`config.mk`:
```
export PLATFORM = sky130hd
export DESIGN_NAME = cmos_dvp_pattern_gen
export DESIGN_NICKNAME = d
export VERILOG_FILES = /design/src/rtl/cmos_dvp_pkg.sv /design/src/rtl/cmos_pattern_pixel.sv /design/src/rtl/cmos_dvp_pattern_gen.sv
export SDC_FILE = /design/constraint.sdc
export NUM_CORES = 1
export LEC_CHECK = 0
export BUFFER_PORTS_ARGS = -buffer_cell sky130_fd_sc_hd__buf_2
export CAP_MARGIN = 25
export CELL_PAD_IN_SITES_DETAIL_PLACEMENT = 2
export CELL_PAD_IN_SITES_GLOBAL_PLACEMENT = 2
export CORE_MARGIN = 3
export CORE_UTILIZATION = 33
export DETAILED_ROUTE_END_ITERATION = 6
export GPL_TIMING_DRIVEN = 0
export PLACE_DENSITY_LB_ADDON = 0.15
export SLEW_MARGIN = 0
export SYNTH_ARGS = -nofsm -noshare
export SYNTH_HDL_FRONTEND = slang
export SYNTH_SLANG_ARGS = --single-unit
```
`constraint.sdc`:
```
create_clock -name CMOS_PCLK -period 4.9 [get_ports CMOS_PCLK]
set_clock_uncertainty 0.05 [all_clocks]
set_input_delay 0.98 -clock CMOS_PCLK [delete_from_list [all_inputs] [get_ports CMOS_PCLK]]
set_output_delay 0.98 -clock CMOS_PCLK [all_outputs]
set_load 0.005 [all_outputs]
```
`src/rtl/cmos_dvp_pkg.sv`:
```
// Shared definitions for the DVP test-pattern source: pattern selects,
// colour-bar palette and FSM state encoding.
package cmos_dvp_pkg;

   localparam logic [1:0] PAT_BARS  = 2'd0;
   localparam logic [1:0] PAT_COORD = 2'd1;
   localparam logic [1:0] PAT_CHECK = 2'd2;
   localparam logic [1:0] PAT_SOLID = 2'd3;

   localparam logic [15:0] BAR_WHITE   = 16'hFFFF;
   localparam logic [15:0] BAR_YELLOW  = 16'hFFE0;
   localparam logic [15:0] BAR_CYAN    = 16'h07FF;
   localparam logic [15:0] BAR_GREEN   = 16'h07E0;
   localparam logic [15:0] BAR_MAGENTA = 16'hF81F;
   localparam logic [15:0] BAR_RED     = 16'hF800;
   localparam logic [15:0] BAR_BLUE    = 16'h001F;
   localparam logic [15:0] BAR_BLACK   = 16'h0000;

   typedef enum logic {
      ST_IDLE = 1'b0,
      ST_RUN  = 1'b1
   } state_t;

   function automatic logic [15:0] bar_colour(input logic [2:0] idx);
      logic [15:0] c;
      case (idx)
         3'd0:    c = BAR_WHITE;
         3'd1:    c = BAR_YELLOW;
         3'd2:    c = BAR_CYAN;
         3'd3:    c = BAR_GREEN;
         3'd4:    c = BAR_MAGENTA;
         3'd5:    c = BAR_RED;
         3'd6:    c = BAR_BLUE;
         default: c = BAR_BLACK;
      endcase
      return c;
   endfunction

endpackage

```
`src/rtl/cmos_pattern_pixel.sv`:
```
// Combinational test-pattern map: (pattern, x, y, solid) -> RGB565 pixel.
module cmos_pattern_pixel
   import cmos_dvp_pkg::*;
#(
   parameter int H_ACTIVE = 640
) (
   input  logic [1:0]  pattern,
   input  logic [15:0] x,
   input  logic [7:0]  y,
   input  logic [15:0] solid,
   output logic [15:0] pixel
);

   localparam int BAR_W = (H_ACTIVE / 8 > 0) ? H_ACTIVE / 8 : 1;

   logic [15:0] bar_idx;

   always_comb begin
      bar_idx = x / 16'(BAR_W);
      pixel   = '0;
      case (pattern)
         PAT_BARS:  pixel = (bar_idx > 16'd7) ? bar_colour(3'd7) : bar_colour(bar_idx[2:0]);
         PAT_COORD: pixel = {y, x[7:0]};
         PAT_CHECK: pixel = (x[5] ^ y[5]) ? 16'hFFFF : 16'h0000;
         default:   pixel = solid;
      endcase
   end

endmodule

```
`src/rtl/cmos_dvp_pattern_gen.sv`:
```
// OV7670-style DVP source: VSYNC/HREF timing plus RGB565 test patterns.
// Optional per-frame byte checksum enabled by macro CMOS_PATGEN_CHECKSUM_EN.
//
// state   | meaning
// --------+-----------------------------------------------------------
// ST_IDLE | outputs parked (VSYNC=1, HREF=0), waiting for iEnable
// ST_RUN  | h/v raster counters running, one frame at a time
module cmos_dvp_pattern_gen
   import cmos_dvp_pkg::*;
#(
   parameter int H_ACTIVE = 640,
   parameter int V_ACTIVE = 480,
   parameter int H_BLANK  = 144,
   parameter int VS_LINES = 3,
   parameter int V_BACK   = 17,
   parameter int V_FRONT  = 10
) (
   input  logic        CMOS_PCLK,
   input  logic        iRST_N,
   input  logic        iEnable,
   input  logic [1:0]  iPattern_sel,
   input  logic [15:0] iSolid,
   output logic        oCMOS_VSYNC,
   output logic        oCMOS_HREF,
   output logic [7:0]  oCMOS_DATA,
   output logic        oFrame_start,
   output logic [7:0]  oFrame_cnt,
   output logic [15:0] oFrame_sum
);

   localparam int H_TOTAL = 2 * H_ACTIVE + H_BLANK;
   localparam int V_TOTAL = VS_LINES + V_BACK + V_ACTIVE + V_FRONT;
   localparam int HW      = $clog2(H_TOTAL);
   localparam int VW      = $clog2(V_TOTAL);

   localparam logic [HW-1:0] H_LAST = HW'(H_TOTAL - 1);
   localparam logic [HW-1:0] H_ACT2 = HW'(2 * H_ACTIVE);
   localparam logic [VW-1:0] V_LAST = VW'(V_TOTAL - 1);
   localparam logic [VW-1:0] V_VS   = VW'(VS_LINES);
   localparam logic [VW-1:0] V_ACT0 = VW'(VS_LINES + V_BACK);
   localparam logic [VW-1:0] V_ACT1 = VW'(VS_LINES + V_BACK + V_ACTIVE);

   state_t        state_q, state_d;
   logic [HW-1:0] h_q, h_d;
   logic [VW-1:0] v_q, v_d;
   logic [1:0]    pat_q, pat_d;
   logic [15:0]   solid_q, solid_d;
   logic          frame_end;
   logic          frame_first;
   logic          started_q;
   logic          href_c;
   logic [15:0]   x_c;
   logic [7:0]    y_c;
   logic [15:0]   pixel_c;

   always_ff @(posedge CMOS_PCLK or negedge iRST_N) begin
      if (!iRST_N) begin
         state_q <= ST_IDLE;
         h_q     <= '0;
         v_q     <= '0;
         pat_q   <= PAT_BARS;
         solid_q <= '0;
      end else begin
         state_q <= state_d;
         h_q     <= h_d;
         v_q     <= v_d;
         pat_q   <= pat_d;
         solid_q <= solid_d;
      end
   end

   always_comb begin
      state_d   = state_q;
      h_d       = h_q;
      v_d       = v_q;
      pat_d     = pat_q;
      solid_d   = solid_q;
      frame_end = 1'b0;
      case (state_q)
         ST_IDLE: begin
            if (iEnable) begin
               state_d = ST_RUN;
               h_d     = '0;
               v_d     = '0;
               pat_d   = iPattern_sel;
               solid_d = iSolid;
            end
         end
         ST_RUN: begin
            if (h_q == H_LAST) begin
               h_d = '0;
               if (v_q == V_LAST) begin
                  frame_end = 1'b1;
                  v_d       = '0;
                  // Pattern and enable only take effect on frame boundaries
                  if (iEnable) begin
                     pat_d   = iPattern_sel;
                     solid_d = iSolid;
                  end else begin
                     state_d = ST_IDLE;
                  end
               end else begin
                  v_d = v_q + 1'b1;
               end
            end else begin
               h_d = h_q + 1'b1;
            end
         end
         default: state_d = ST_IDLE;
      endcase
   end

   assign frame_first = (state_q == ST_RUN) && (h_q == '0) && (v_q == '0);
   assign href_c      = (v_q >= V_ACT0) && (v_q < V_ACT1) && (h_q < H_ACT2);
   assign x_c         = 16'(h_q >> 1);
   assign y_c         = 8'(v_q - V_ACT0);

   cmos_pattern_pixel #(
      .H_ACTIVE (H_ACTIVE)
   ) u_pixel (
      .pattern (pat_q),
      .x       (x_c),
      .y       (y_c),
      .solid   (solid_q),
      .pixel   (pixel_c)
   );

   always_ff @(posedge CMOS_PCLK or negedge iRST_N) begin
      if (!iRST_N) begin
         oCMOS_VSYNC  <= 1'b1;
         oCMOS_HREF   <= 1'b0;
         oCMOS_DATA   <= '0;
         oFrame_start <= 1'b0;
         oFrame_cnt   <= '0;
         started_q    <= 1'b0;
      end else begin
         if (state_q == ST_RUN) begin
            oCMOS_VSYNC <= (v_q < V_VS);
            oCMOS_HREF  <= href_c;
            oCMOS_DATA  <= href_c ? (h_q[0] ? pixel_c[7:0] : pixel_c[15:8]) : 8'h00;
         end else begin
            oCMOS_VSYNC <= 1'b1;
            oCMOS_HREF  <= 1'b0;
            oCMOS_DATA  <= 8'h00;
         end
         // The very first frame after reset carries no start pulse
         oFrame_start <= frame_first & started_q;
         if (frame_first) started_q <= 1'b1;
         if (frame_end) oFrame_cnt <= oFrame_cnt + 8'd1;
      end
   end

`ifdef CMOS_PATGEN_CHECKSUM_EN
   logic [15:0] sum_acc_q;

   always_ff @(posedge CMOS_PCLK or negedge iRST_N) begin
      if (!iRST_N) begin
         sum_acc_q  <= '0;
         oFrame_sum <= '0;
      end else begin
         if (frame_first) sum_acc_q <= '0;
         else if (oCMOS_HREF) sum_acc_q <= sum_acc_q + {8'h00, oCMOS_DATA};
         if (frame_end) oFrame_sum <= sum_acc_q;
      end
   end
`else
   assign oFrame_sum = '0;
`endif

endmodule

```
Word-level counts from Yosys, hierarchy flattened --
Cells that the tools add are included.
Storage, ports and cells: register bits after elaboration 59, bits of input ports 21, output and inout port bits 35
Cells by class: $add $sub $neg 4, divide/modulo/power cells 1, $lt $le $gt $ge 5, eq/ne operators 13, multiplexer cells 31, bitwise operators 3, reduce and logical (&&, ||, !) cells 10
Operators by type and width (count):
- 16-bit one-hot mux with 7 select lines | 1
- 16-bit two-way mux | 5
- 16-bit one-hot mux with 3 select lines | 1
- 16-bit one-hot mux with 2 select lines | 1
- 9-bit two-way mux | 3
- 8-bit two-way mux | 3
- 11-bit two-way mux | 2
- 11-bit one-hot mux with 2 select lines | 1
- 9-bit one-hot mux with 2 select lines | 1
- 10-bit by 7-bit divider with 16-bit output, second input constant | 1
- 16-bit by 3-bit greater-than comparator with 1-bit output, second input constant | 1
- 11-bit by 1-bit adder with 11-bit output, second input constant | 1
- 11-bit == test, second input constant | 1
- 11-bit zero test | 1
- 11-bit less-than comparator, second input constant | 1
- 9-bit by 1-bit adder with 9-bit output, second input constant | 1
- 3-bit == test, second input constant | 3
- 9-bit == test, second input constant | 1
- 9-bit by 5-bit >= comparator with 1-bit output, second input constant | 1
- 9-bit zero test | 1
- 9-bit by 2-bit less-than comparator with 1-bit output, second input constant | 1
- 9-bit less-than comparator, second input constant | 1
- 8-bit by 1-bit adder with 8-bit output, second input constant | 1
- 1-bit two-way mux | 8
- other kinds (17) | 25

Depth between registers and ports, before layout --
depth after elaboration 8, mapped depth 10, depth with buffers taken out 8

Cells and area by module --
From an unflattened synthesis, not the netlist that was laid out.
Unflattened totals: cells, all modules 601, area total of the unflattened synthesis 5072.4 sq um
By module, submodules not included:
- cmos_dvp_pattern_gen | times used 1, cells each 363, area an instance 3433.3 sq um, seq. area each 1477.7 sq um
- cmos_pattern_pixel | times used 1, cells each 238, area an instance 1639.1 sq um, seq. area each 0.0 sq um

Least setup slack after synthesis --
No wires, ideal clock.
path kind register -> register, from register h_q[0], to register pat_q[1], setup time 0.125 ns, arrival time 2.022 ns, slack 2.703 ns, stages on the path, launching flop included 10, clock period less this slack 2.197 ns, cell sequence dfrtp_1 > ha_1 > and3_4 > and3_1 > buf_4 > nand2b_1 > buf_6 > nand3_4 > buf_6 > mux2_4
On the way: longest elaborated chain between the ends 3
RTL lines:
- start: declaration | RTL line cmos_dvp_pattern_gen.sv:44 | logic [HW-1:0] h_q, h_d;
- start signal: assignment | RTL line cmos_dvp_pattern_gen.sv:59 | h_q <= '0;
- start signal: assignment | RTL line cmos_dvp_pattern_gen.sv:65 | h_q <= h_d;
- 11-bit == test | RTL line cmos_dvp_pattern_gen.sv:90 | if (h_q == H_LAST) begin
- 2-bit by 1-bit != test with 1-bit output (no source line)
- 2-bit AND reduction (no source line)
- end signal: assignment | RTL line cmos_dvp_pattern_gen.sv:67 | pat_q <= pat_d;
- end: declaration | RTL line cmos_dvp_pattern_gen.sv:46 | logic [1:0] pat_q, pat_d;
Every way passes these cells. A chain may end at the register's enable or synchronous reset.

Worst setup path in the final report --
from register h_q[0], to register solid_q[11]
On the way: longest elaborated chain between the ends 3
RTL lines:
- 11-bit == test | RTL line cmos_dvp_pattern_gen.sv:90
- 2-bit by 1-bit != test with 1-bit output (no source line)
- 2-bit AND reduction (no source line)
- end signal: assignment | RTL line cmos_dvp_pattern_gen.sv:68 | solid_q <= solid_d;
- end: declaration | RTL line cmos_dvp_pattern_gen.sv:47 | logic [15:0] solid_q, solid_d;
Every way passes these cells.

==> impl_results.rst <==
.. list-table::
   :header-rows: 1

   * - Metric
     - Value
   * - Htree depth
     - 3
   * - Mean cell area of the mapped netlist
     - between 9 and 10 sq um
   * - Number of nets in the finished design
     - 457
   * - Mean number of vias per cell
     - 5.10
   * - DP HPWL
     - 7.63 mm
   * - Type of destination of the critical path
     - flop
   * - Post-CTS setup-driven buffer insertion count
     - 0
   * - Data required time of the worst path
     - 5.09 ns
   * - Initial standard-cell utilization of the core
     - roughly a third
   * - Library cell occupying the most area in the post-synthesis netlist
     - sky130_fd_sc_hd__dfrtp_1
   * - Number of max-slew violations in the final report
     - 0
   * - Startpoint of the tightest hold check path
     - oFrame_cnt[7]$_DFFE_PN0P_
   * - Placeable Area
     - 9950 sq um
   * - Async set or reset register ratio after synthesis
     - 100%
   * - Achievable frequency
     - 0.400 GHz
   * - Total power per unit cell area
     - 423 nW/um^2
   * - Met2 demand-to-capacity share in global routing
     - 31.9%
   * - Number of global-route vias before repair
     - 3119
   * - Number of top-level pins
     - 56
   * - Fraction of final layout cells with drive strength greater than 1
     - a little over a quarter
   * - Worst voltage drop across the vdd grid
     - 0.209 mV
   * - Yosys warnings
     - 0
   * - Flop and latch count out of synthesis
     - 59
   * - Largest net degree at the start of global routing
     - 60
   * - Non-filler instance count after layout
     - 563
   * - First DRT Iteration DRCs
     - 102
   * - Worst-path clk slew
     - 0.07 ns
   * - Residual DRC
     - 0
   * - RePlAce Congestion
     - 0.758
   * - Fill cell count
     - about 1100
   * - Source-to-sink clock delay at the later pin of the worst-skew pair
     - 0.34 ns
   * - Routing usage on met3
     - under 10%
   * - Most heavily used metal layer in global routing
     - met2
   * - Worst setup path category
     - flop to flop
   * - Average detailed-routed wire length per instance
     - 18.5 microns
   * - Gr ovfl total
     - 0
   * - Worst r2r src
     - h_q[0]$_DFFE_PN0P_
   * - Setup repair after global routing missed its margin
     - false
   * - GR Util All Layers
     - 19.0%
   * - Post-detailed-routing wire length
     - between 10 and 15 mm
   * - Antenna violation net count after detailed routing
     - 0
   * - Wire length of the first global-routing pass
     - 17.0 mm
   * - Worst Hold Endpoint
     - oFrame_cnt[7]$_DFFE_PN0P_
   * - Count of endpoints failing setup in the final report
     - 0
   * - Number of antenna violations at the first check in global routing
     - 0
   * - Site row count
     - 36
   * - Clk Tree Root Cell
     - sky130_fd_sc_hd__clkbuf_8
   * - First-pass iteration count of the detailed router
     - 4
   * - Die Span Y
     - 108 microns
   * - Outcome
     - complete, no violations
   * - Internal reg-to-reg setup slack
     - 2.40 ns
   * - Arr. time, crit path
     - 2.69 ns
   * - Post-cts resize count
     - 0
   * - Minimum period implied by the final worst setup slack
     - 2.50 ns
   * - Hold violation count in the final report
     - 0
   * - Maximum fanout encountered on the critical timing path
     - 10
   * - Capturing point of the worst reg2reg path
     - solid_q[11]$_DFFE_PN0P_
   * - Sequential element share of the synthesized area
     - between 40% and 50%
   * - Final total negative setup slack
     - 0 ns
   * - Count of inserted antenna diode cells
     - 0
   * - Worst Setup Start Kind
     - flop
   * - Cells on worst reg2reg path
     - 9
   * - Most common cell in the synthesized netlist
     - sky130_fd_sc_hd__dfrtp_1
   * - Leakage Power
     - 1.91 nW
   * - Number of violations of the max-capacitance limit
     - 0
   * - Count of distinct cell types in the synthesized netlist
     - 59
   * - Top cells by instance count after synthesis
     - sky130_fd_sc_hd__dfrtp_1, sky130_fd_sc_hd__o21ai_0, sky130_fd_sc_hd__nand2_1
   * - Via count
     - between 2000 and 3000
   * - Portion of the clock cycle consumed by the worst path in the final layout
     - 51.0%
   * - TritonCTS clock tree
     - done
   * - M1 GR Usage
     - 25.2%
   * - Largest cells by area after synthesis
     - sky130_fd_sc_hd__dfrtp_1, sky130_fd_sc_hd__o21ai_0, sky130_fd_sc_hd__mux2_4, sky130_fd_sc_hd__buf_4, sky130_fd_sc_hd__ha_1
   * - DIE AREA
     - 11700 sq um
   * - Normalized max-slew margin
     - between 20 and 30%
   * - Port buffer count
     - 39
   * - Post-synth EDFFs
     - 0
   * - Horizontal extent of the die
     - 108 microns
   * - Number of instances in the synthesized netlist
     - 359
   * - Transition time of the tightest slew-check pin
     - 1.07 ns
   * - Dominant register cell in the synthesized netlist
     - sky130_fd_sc_hd__dfrtp_1
   * - Max Root-Sink Buffers
     - 2
   * - Layout overhead on the synthesized area
     - 17.7%
   * - Area share of the leading cell type in the synthesized netlist
     - 42.3%
   * - Mapped cell area
     - approximately 3400 sq um
   * - Hold-fix buffers, CTS
     - 0
   * - Number of placed instances, taps included
     - 548
   * - Total clock buffers created by CTS
     - 9
   * - Path type of the worst min-delay path
     - flop to flop
   * - Hold Path Depth
     - 1
   * - Number of clock sinks
     - 59
-- registers in the layout, summed over array words and instances, names as in the netlist --
signal,count
h_q,11
oCMOS_DATA,8
oCMOS_HREF,1
oCMOS_VSYNC,1
oFrame_cnt,8
oFrame_start,1
pat_q,2
solid_q,16
started_q,1
state_q,1
v_q,9
-- metrics by stage --
| step | instance area, sq um | power [mW] | util (%) | setup WS, ns | hold slack [ns] |
|---|---|---|---|---|---|
| global route | 4040 | 1.84 | 40.6 | 2.16 | 0.468 |
| CTS | 4040 | 1.73 | 40.6 | 2.39 | 0.430 |
| global placement | 3850 | 1.28 | 38.7 | 2.18 | 0.392 |
| finish | 4040 | 1.71 | 40.6 | 2.40 | 0.423 |
| floorplan | 3490 | 1.07 | - | 2.70 | 0.380 |
| detailed placement | 3860 | 1.31 | 38.8 | 2.41 | 0.420 |
-- critical path, stage by stage, from the launching register on --
cell,delay [ns]
sky130_fd_sc_hd__dfrtp_1,0.47
sky130_fd_sc_hd__ha_1,0.27
sky130_fd_sc_hd__and3_4,0.21
sky130_fd_sc_hd__and3_1,0.18
sky130_fd_sc_hd__buf_4,0.16
sky130_fd_sc_hd__nand2b_1,0.16
sky130_fd_sc_hd__buf_6,0.15
sky130_fd_sc_hd__nand3_4,0.18
sky130_fd_sc_hd__buf_6,0.22
sky130_fd_sc_hd__mux2_4,0.31
-- cells by family after synthesis --
family,Yosys count,synth area share (%)
AOI/OAI and AO/OA,104,17.5
and+or+nand+nor,100,16.0
DFF,59,43.0
buffers and inverters,50,8.16
muxes,20,7.73
xor gates and xnor gates,15,3.83
adders and majority gates,10,3.64
other,1,0.109
-- routing by layer --
layer / wire (microns) / vias to the layer above
met5: 0 / -
met4: 218 / 0
met3: 196 / 13
met2: 5200 / 38
met1: 4800 / 1454
li1: - / 1367
-- layout make-up --
type	instances	area (sq um)	area share, %
well taps	133	166	4.12
clock buffers	11	151	3.75
plain buffers	38	235	5.82
multi-input cells	265	1730	42.8
flip-flops and latches	59	1480	36.6
repair buffers	41	208	5.14
inverters	12	45.0	1.11
clock inverters	4	26.3	0.650
-- placed cells by master (no fill, tap or decap), types with 4 or more instances in the layout --
| master | count |
|---|---|
| sky130_fd_sc_hd__mux2_4 | 10 |
| sky130_fd_sc_hd__conb_1 | 16 |
| sky130_fd_sc_hd__nand3_1 | 10 |
| sky130_fd_sc_hd__a21oi_1 | 21 |
| sky130_fd_sc_hd__buf_4 | 18 |
| sky130_fd_sc_hd__xor2_1 | 6 |
| sky130_fd_sc_hd__o22ai_1 | 6 |
| sky130_fd_sc_hd__dfrtp_1 | 58 |
| sky130_fd_sc_hd__o21ai_0 | 49 |
| sky130_fd_sc_hd__ha_1 | 10 |
| sky130_fd_sc_hd__clkbuf_8 | 11 |
| sky130_fd_sc_hd__and3_1 | 6 |
| sky130_fd_sc_hd__buf_2 | 50 |
| sky130_fd_sc_hd__nor2_1 | 17 |
| sky130_fd_sc_hd__nand4_1 | 4 |
| sky130_fd_sc_hd__mux2_2 | 9 |
| sky130_fd_sc_hd__nand2b_1 | 7 |
| sky130_fd_sc_hd__clkbuf_1 | 8 |
| sky130_fd_sc_hd__o31ai_1 | 6 |
| sky130_fd_sc_hd__nor2b_1 | 6 |
| sky130_fd_sc_hd__nor3_1 | 4 |
| sky130_fd_sc_hd__inv_1 | 12 |
| sky130_fd_sc_hd__a31oi_1 | 5 |
| sky130_fd_sc_hd__xnor2_1 | 9 |
| sky130_fd_sc_hd__nand2_1 | 25 |
-- report_power, final --
part / internal (mW) / switching [mW] / total (mW)
clock network: 0.207 / 0.209 / 0.416
logic: 0.251 / 0.403 / 0.654
registers: 0.564 / 0.0774 / 0.642
-- worst max path at each step --
stage / endpoint / from / slack [ns]
2_1_floorplan: pat_q[1]$_DFFE_PN0P_ / h_q[0]$_DFFE_PN0P_ / 2.70
3_3_place_gp: oCMOS_DATA[0]$_DFF_PN0_ / h_q[10]$_DFFE_PN0P_ / 2.18
3_5_place_dp: solid_q[11]$_DFFE_PN0P_ / h_q[0]$_DFFE_PN0P_ / 2.41
4_1_cts: solid_q[11]$_DFFE_PN0P_ / h_q[0]$_DFFE_PN0P_ / 2.39
5_1_grt: oCMOS_DATA[0]$_DFF_PN0_ / h_q[10]$_DFFE_PN0P_ / 2.16
6_report: solid_q[11]$_DFFE_PN0P_ / h_q[0]$_DFFE_PN0P_ / 2.40
Power figures use the tool's default switching activity.
